`config.mk`:
```
export PLATFORM = sky130hd
export DESIGN_NAME = b_syn_down_timer
export DESIGN_NICKNAME = d
export VERILOG_FILES = /design/src/rtl/b_syn_down_timer.sv
export SDC_FILE = /design/constraint.sdc
export NUM_CORES = 1
export LEC_CHECK = 0
export CORE_AREA = 2 2 39 41
export CTS_CLUSTER_DIAMETER = 200
export DETAILED_ROUTE_END_ITERATION = 12
export DIE_AREA = 0 0 41 43
export SYNTH_ARGS = -nofsm -noshare
export SYNTH_HDL_FRONTEND = slang
export SYNTH_SLANG_ARGS = --single-unit
```
`constraint.sdc`:
```
create_clock -name clk -period 4 [get_ports clk]
set_input_delay 1 -clock clk [delete_from_list [all_inputs] [get_ports clk]]
set_output_delay 1 -clock clk [all_outputs]
set_load 0.02 [all_outputs]
```
`src/rtl/b_syn_down_timer.sv`:
```
// Loadable synchronous down counter: counts a loaded value to zero on enabled edges,
// pulses tc for one cycle at zero, then stops (one-shot) or reloads (periodic).
module b_syn_down_timer #(
  parameter int WIDTH       = 4,
  parameter bit AUTO_RELOAD = 1'b0
) (
  input  logic             clk,
  input  logic             re,
  input  logic             ld,
  input  logic [WIDTH-1:0] d,
  input  logic             en,
  output logic [WIDTH-1:0] c,
  output logic             tc,
  output logic             busy
);

  typedef enum logic {IDLE, COUNT} state_t;

  localparam logic [WIDTH-1:0] ONE = WIDTH'(1);

  state_t           state_q, state_d;
  logic [WIDTH-1:0] cnt_q, cnt_d;
  logic [WIDTH-1:0] rld_q, rld_d;
  logic             tc_q, tc_d;

  always_ff @(posedge clk) begin
    if (re) begin
      state_q <= IDLE;
      cnt_q   <= '0;
      rld_q   <= '0;
      tc_q    <= 1'b0;
    end else begin
      state_q <= state_d;
      cnt_q   <= cnt_d;
      rld_q   <= rld_d;
      tc_q    <= tc_d;
    end
  end

  always_comb begin
    state_d = state_q;
    cnt_d   = cnt_q;
    rld_d   = rld_q;
    tc_d    = 1'b0;
    if (ld) begin
      // A load never decrements in the same cycle, even with en high.
      cnt_d   = d;
      rld_d   = d;
      state_d = (d != '0) ? COUNT : IDLE;
    end else if (state_q == COUNT && en) begin
      if (cnt_q > ONE) begin
        cnt_d = cnt_q - ONE;
      end else if (cnt_q == ONE) begin
        cnt_d = '0;
        tc_d  = 1'b1;
        if (!AUTO_RELOAD) state_d = IDLE;
      end else if (AUTO_RELOAD) begin
        // Zero is the last slot of a period; the next enabled edge restarts it.
        cnt_d = rld_q;
      end else begin
        state_d = IDLE;
      end
    end
  end

  assign c    = cnt_q;
  assign tc   = tc_q;
  assign busy = (state_q == COUNT);

endmodule

```
# ---- Yosys cells after proc, flatten, opt, wreduce, memory -nomap -nowiden
# Cells that the tools add are included.
dict set report classes {
  n_mux 9
  bitwise_logic 1
  n_eq_ne 2
  order_cmp 1
  n_reduce_logical 7
  addsub 1
}
# op count
set ops {}
lappend ops {{$mux W4} 4}
lappend ops {{$mux W1} 5}
lappend ops {{$eq A4 B1 Y1 const B} 1}
lappend ops {{$gt A4 B1 Y1 const B} 1}
lappend ops {{$reduce_and A2 Y1} 2}
lappend ops {{$reduce_bool A4 Y1} 1}
lappend ops {{$reduce_or A4 Y1} 1}
lappend ops {{$sub A4 B1 Y4 const B} 1}
lappend ops {{$reduce_bool A3 Y1} 1}
lappend ops {{$ne A2 B2 Y1 const B} 1}
lappend ops {{$reduce_bool A2 Y1} 1}
lappend ops {{$logic_and A1 B1 Y1} 1}
lappend ops {{$not A1 Y1} 1}
dict set report totals {
  elab_cells 24
  inputBits 8
  reg_bits 6
  output_inout_bits 6
}

# ---- Depth between registers and ports, before layout
dict set report logic_depth {
  depth_word 5
  ltp_mapped 5
}

# ---- Worst setup path before layout
# No wires, ideal clock.
dict set report synth_path {
  path_kind {in2reg}
  startpoint {input port en}
  endpoint {register cnt_q[2], in the netlist c[2]}
  t_arrival_ns 1.760
  n_path_buf 0
  required_time_ns 3.909
  setup_slack_ns 2.149
  cell_stages 3
  setup_time_ns 0.091
  path_cell_list {nand3_1 > or3b_2 > a311oi_1}
}
dict set report synth_via {
  elab_chain_cells 3
}
# item line_no
set synth_lines {}
lappend synth_lines {{start: declaration} 11} ;# input logic en,
lappend synth_lines {{$logic_and A1 B1 Y1} 50} ;# end else if (state_q == COUNT && en) begin
lappend synth_lines {{$reduce_bool A2 Y1 (no line)} --}
lappend synth_lines {{$reduce_and A2 Y1 (no line)} --}
lappend synth_lines {{end signal: assignment} 34} ;# cnt_q <= cnt_d;
lappend synth_lines {{end: declaration} 22} ;# logic [WIDTH-1:0] cnt_q, cnt_d;
# No other way between the ends.
# A chain may end at the register's enable or synchronous reset.

# ---- Worst setup path after layout
dict set report layout_path {
  startpoint {register cnt_q[3], in the netlist c[3]}
  endpoint {output port c[3]}
}
# item line_no
set layout_rtl {}
lappend layout_rtl {{end: declaration} 12} ;# output logic [WIDTH-1:0] c,
# No word-level cell between the ends.

==> run_results.csv <==
group,metric,value,unit
clock_tree,cts_buffer_depth,2,
worst_setup_path,crit_type,"reg2out",
power_and_ir_drop,p_leak,0.201,nW
global_route,grt.overflow.total,0,
place,gp_congestion,0.783,
worst_setup_path,cp_top_family,"buffers and inverters",
cells_and_area,fin_nets,72,
worst_setup_path,cp.buffers_inverters,1,
sta,setup_tns,0,ns
die,initial_utilization,0.271,
die,dieArea,1760,sq um
sta,finalMaxSlewViolations,0,
hold_path,holdPathStages,2,
synthesis,yosysWarnings,0,
synthesis,synth_cell_types,22,
power_and_ir_drop,cellPowerDensity,340,nW/um^2
die,coreArea,1380,sq um
clock_tree,cts-buffers-inserted,3,
sta,rsz0062_at_grt,"false",
worst_setup_path,timing.critical_path.required,3.00,ns
global_route,grt_pass1_vias,366,
drt,drtIter0Drc,14,
sta,fin_skew,0.000628,ns
global_route,grt_pass1_wl,1.45,mm
clock_tree,post_cts_buffers,0,
sta,max_slew_margin,0.786,
clock_tree,path_clk_slew,0.05,ns
outcome,status,"complete, no violations",
synthesis,syn_avg_cell_area,8.34,sq um
worst_setup_path,r2r_cells,5,
worst_setup_path,worstPathArrival,1.33,ns
die,die_h,43,um
synthesis,synthesis.nets,55,
clock_tree,clkSinkCount,6,
drt,vias_per_cell,5.38,
drt,wl,950,um
worst_setup_path,startpoint_type,"flop",
hold_path,hold_path.class,"reg2reg",
synthesis,syn_inst,45,
global_route,grt_use_total,0.125,
cells_and_area,antenna_cells,0,
worst_setup_path,critPathMaxFanout,7,
cells_and_area,drive_gt1_frac,0.117,
drt,drt_first_pass_iters,4,
clock_tree,htreeDepth,1,
worst_setup_path,crit_chain,"clkdlybuf4s50_1",
flow_run,maxCapViolCount,0,
clock_tree,hold_buffers,0,
synthesis,ys_ff_latch,6,
die,io_pins,14,
clock_tree,insertion_delay,0.25,ns
sta,period_needed,2.33,ns
worst_setup_path,critPathMaxStageDelay,0.64,ns
drt,drc,0,
sta,setup_viol,0,
cells_and_area,area_delta_synth_final,44.7,%
power_and_ir_drop,ir_drop,0.0951,mV
sta,final_hold_viol_count,0,
clock_tree,cts_tree,"done",
global_route,antenna_found_initial,0,
sta,max_freq,0.430,GHz
place,io_buffer_count,13,
clock_tree,ctsResizeCount,0,
sta,tightest_slew,0.317,ns
global_route,grt_max_degree,11,
sta,min_period_over_period,0.582,
cells_and_area,fin_util,0.392,
cells_and_area,layout_commonest_cell,"clkdlybuf4s50_1",
die,core.rowCount,14,
synthesis,synth_seq_area_share,0.320,
clock_tree,clk_root_buffer_cell,"clkbuf_4",
cells_and_area,layout_common_cells,"13 x clkdlybuf4s50_1, 6 x nand2_1, 6 x dfxtp_1, 5 x inv_1, 4 x a311oi_1",
worst_setup_path,crit_cells,1,
drt,ant_nets,0,
worst_setup_path,crit_path_end_kind,"output port",
die,die_w,41,um
drt,wire_per_inst,12.5,um
drt,vias,409,
synthesis,syn_area,375,sq um
worst_setup_path,critPathSlowestCell,"clkdlybuf4s50_1",
==> routing by layer <==
layer / global-route usage / part of all wire / up-vias
li1: - / - / 205
met1: 0.150 / 0.43 / 180
met2: 0.188 / 0.49 / 22
met3: 0.0157 / 0.071 / 2
met4: 0.100 / 0.015 / 0
met5: 0 / 0 / -
==> area by class of cell <==
type	count	area [sq um]
fill	146	841
tap	16	20.0
timing repair buffer	13	130
clock buffer	3	22.5
multi-input combinational	33	231
sequential	6	120
inverter	5	18.8
==> cells in the mapped netlist (all sizes together) <==
cell type	n	area, sq um
nor2	3	11.3
o41ai	1	8.76
o211ai	2	15.0
or4b	1	13.8
a211oi	3	22.5
a21oi	1	5.00
or2	1	6.26
o31a	1	10.0
and2	1	6.26
buf	1	5.00
dfxtp	6	120
nand2	6	22.5
nor4	1	6.26
a311oi	4	35.0
ha	2	25.0
nor3	1	5.00
o221ai	1	8.76
inv	5	18.8
nand3	1	5.00
or3b	1	8.76
a21o	1	7.51
o311ai	1	8.76
==> stage by stage <==
stage / cell area (sq um) / setup slack, ns / cells / total power, mW / hold WS (ns)
after floorplan: 375 / 2.15 / 45 / 0.103 / 0.542
after global placement: 520 / 1.59 / 73 / 0.127 / 0.484
after detailed placement: 520 / 1.56 / 73 / 0.127 / 0.484
after CTS: 543 / 1.66 / 76 / 0.188 / 0.492
after global routing: 543 / 1.61 / 76 / 0.195 / 0.524
final: 543 / 1.67 / 76 / 0.185 / 0.483
==> sequential cells by signal, summed over array words and instances (netlist names) <==
register	flops
busy	1
c	4
tc	1
==> path summary, 6_finish.rpt <==
check,start,slack (ns),to
setup reg to reg,c[1],2.21,c[1]
setup / recovery,c[3],1.67,c[3]
hold reg to reg,busy,0.48,tc
hold / removal,busy,0.48,tc
==> tightest hold or removal path: stages (launching register included) <==
cell	delay [ns]
dfxtp_1	0.33
nand2_1	0.07
nor3_1	0.04
==> power breakdown <==
| part | switching (mW) | leakage [nW] | internal (mW) |
|---|---|---|---|
| clock | 0.0241 | 0.0138 | 0.0341 |
| combinational | 0.0277 | 0.138 | 0.0278 |
| sequential | 0.00649 | 0.0496 | 0.0645 |
==> kinds of logic after synthesis <==
| logic type | synth area share |
|---|---|
| flip-flops | 0.320 |
| adder cells (fa/ha/maj) | 0.0667 |
| buffers and inverters | 0.0633 |
| AND/OR/NAND/NOR | 0.227 |
| AO/OA/AOI/OAI | 0.323 |
Note: power is estimated with default switching activity, not from simulation.
==> patch (same settings) <==
The parameter `WIDTH` goes from 4 to 3.
--- a/src/rtl/b_syn_down_timer.sv
+++ b/src/rtl/b_syn_down_timer.sv
@@ -2,5 +2,5 @@
 // pulses tc for one cycle at zero, then stops (one-shot) or reloads (periodic).
 module b_syn_down_timer #(
-  parameter int WIDTH       = 4,
+  parameter int WIDTH       = 3,
   parameter bit AUTO_RELOAD = 1'b0
 ) (
Ports: changed (resized c and d); port bits go from 14 to 12. The function was not compared with the original's and may differ.
==> patch against the unedited design <==
- design area is 7.4% lower
- largest cell class unchanged
- highest routed layer is now met3
- power is 13% lower
- sequential cell count is 1 lower
- utilization is 2.9 points lower
- register-to-register slack better by 310 ps
- wire length is 17% lower
- worst setup slack better by 6.8 ps
- synthesized area is 4.7% lower
==> patch: results <==
# TYPE chip_impl_metric gauge
chip_impl_metric{name="synth_seq_area_share",unit=""} 0.280
chip_impl_metric{name="post_route_cells_drive_above_1_share",unit=""} 0.200
chip_impl_metric{name="syn_nets",unit=""} 45
chip_impl_metric{name="fillerInstances",unit=""} 150
chip_impl_metric{name="vdd_ir_drop_max",unit="µV"} 167
chip_impl_metric{name="post_dp_cell_area",unit="µm²"} 477
chip_impl_metric{name="power_sequential",unit="µW"} 58.7
chip_impl_metric{name="grt_pass1_wl",unit="µm"} 1300
chip_impl_metric{name="detailroute.wirelength.met2",unit="µm"} 373
chip_impl_metric{name="dr_vias_cell",unit=""} 5.11
chip_impl_metric{name="detailroute.via_count",unit=""} 337
chip_impl_metric{name="route.met3.wl",unit="µm"} 76
chip_impl_info{name="maxUsedRoutingLayer",value="met3"} 1
chip_impl_info{name="synthTopCellsByArea",value="sky130_fd_sc_hd__dfxtp_1 28%, sky130_fd_sc_hd__ha_1 7.0%, sky130_fd_sc_hd__a221oi_1 4.9%"} 1
chip_impl_metric{name="worstMarginPinSlew",unit="ps"} 388
chip_impl_metric{name="synthesis.instances",unit=""} 36
chip_impl_metric{name="number_of_global_route_vias_before_repair",unit=""} 311
chip_impl_metric{name="layout.nets",unit=""} 60
chip_impl_metric{name="clockPowerShare",unit=""} 0.357
chip_impl_metric{name="detail_route.wl_per_cell",unit="µm"} 11.9
chip_impl_metric{name="globalRouteMet2Util",unit=""} 0.159
chip_impl_metric{name="pre_cts_slack",unit="ps"} 1630
chip_impl_metric{name="yosys.cell_types.count",unit=""} 24
chip_impl_metric{name="power.net_switching",unit="µW"} 46.1
chip_impl_metric{name="worstPathMaxFanout",unit=""} 5
chip_impl_metric{name="combPwrFrac",unit=""} 0.278
chip_impl_info{name="synth.top_cells.by_count",value="5 x sky130_fd_sc_hd__dfxtp_1, 4 x sky130_fd_sc_hd__inv_1, 3 x sky130_fd_sc_hd__a21oi_1"} 1
chip_impl_metric{name="worst_clock_skew",unit="ps"} 0.693
chip_impl_metric{name="io_port_bufs",unit=""} 11
chip_impl_metric{name="gp_congestion",unit=""} 0.765
chip_impl_metric{name="grt_max_degree",unit=""} 12
chip_impl_metric{name="cellLeakagePower",unit="µW"} 0.000180
chip_impl_metric{name="gr-usage-met1",unit=""} 0.138
chip_impl_metric{name="largest_register_ffs",unit=""} 3
chip_impl_info{name="run_status",value="finished clean"} 1
==> patch: worst paths after layout <==
| kind | from | endpoint | cells after the start | slack [ps] |
|---|---|---|---|---|
| setup / recovery | busy | busy | 1 | 1680 |
| hold / removal | c[1] | c[1] | 2 | 530 |
| setup reg to reg | c[1] | c[2] | 5 | 2520 |
| hold reg to reg | c[1] | c[1] | 2 | 530 |
==> patch: kinds of logic (layout without fill, tap and decap cells) <==
| family | after synthesis | in the layout | synth area share |
|---|---|---|---|
| adder cells (fa/ha/maj) | 2 | 2 | 0.0699 |
| AND/OR/NAND/NOR | 11 | 11 | 0.255 |
| buffers and inverters | 5 | 19 | 0.0734 |
| flip-flops | 5 | 5 | 0.280 |
| AO/OA/AOI/OAI | 13 | 13 | 0.322 |
==> patch: cell type report <==
type | count | area share
multi-input combinational | 26 | 0.460
timing repair buffer | 11 | 0.219
sequential | 5 | 0.199
clock buffer | 4 | 0.0522
tap | 16 | 0.0398
inverter | 4 | 0.0299
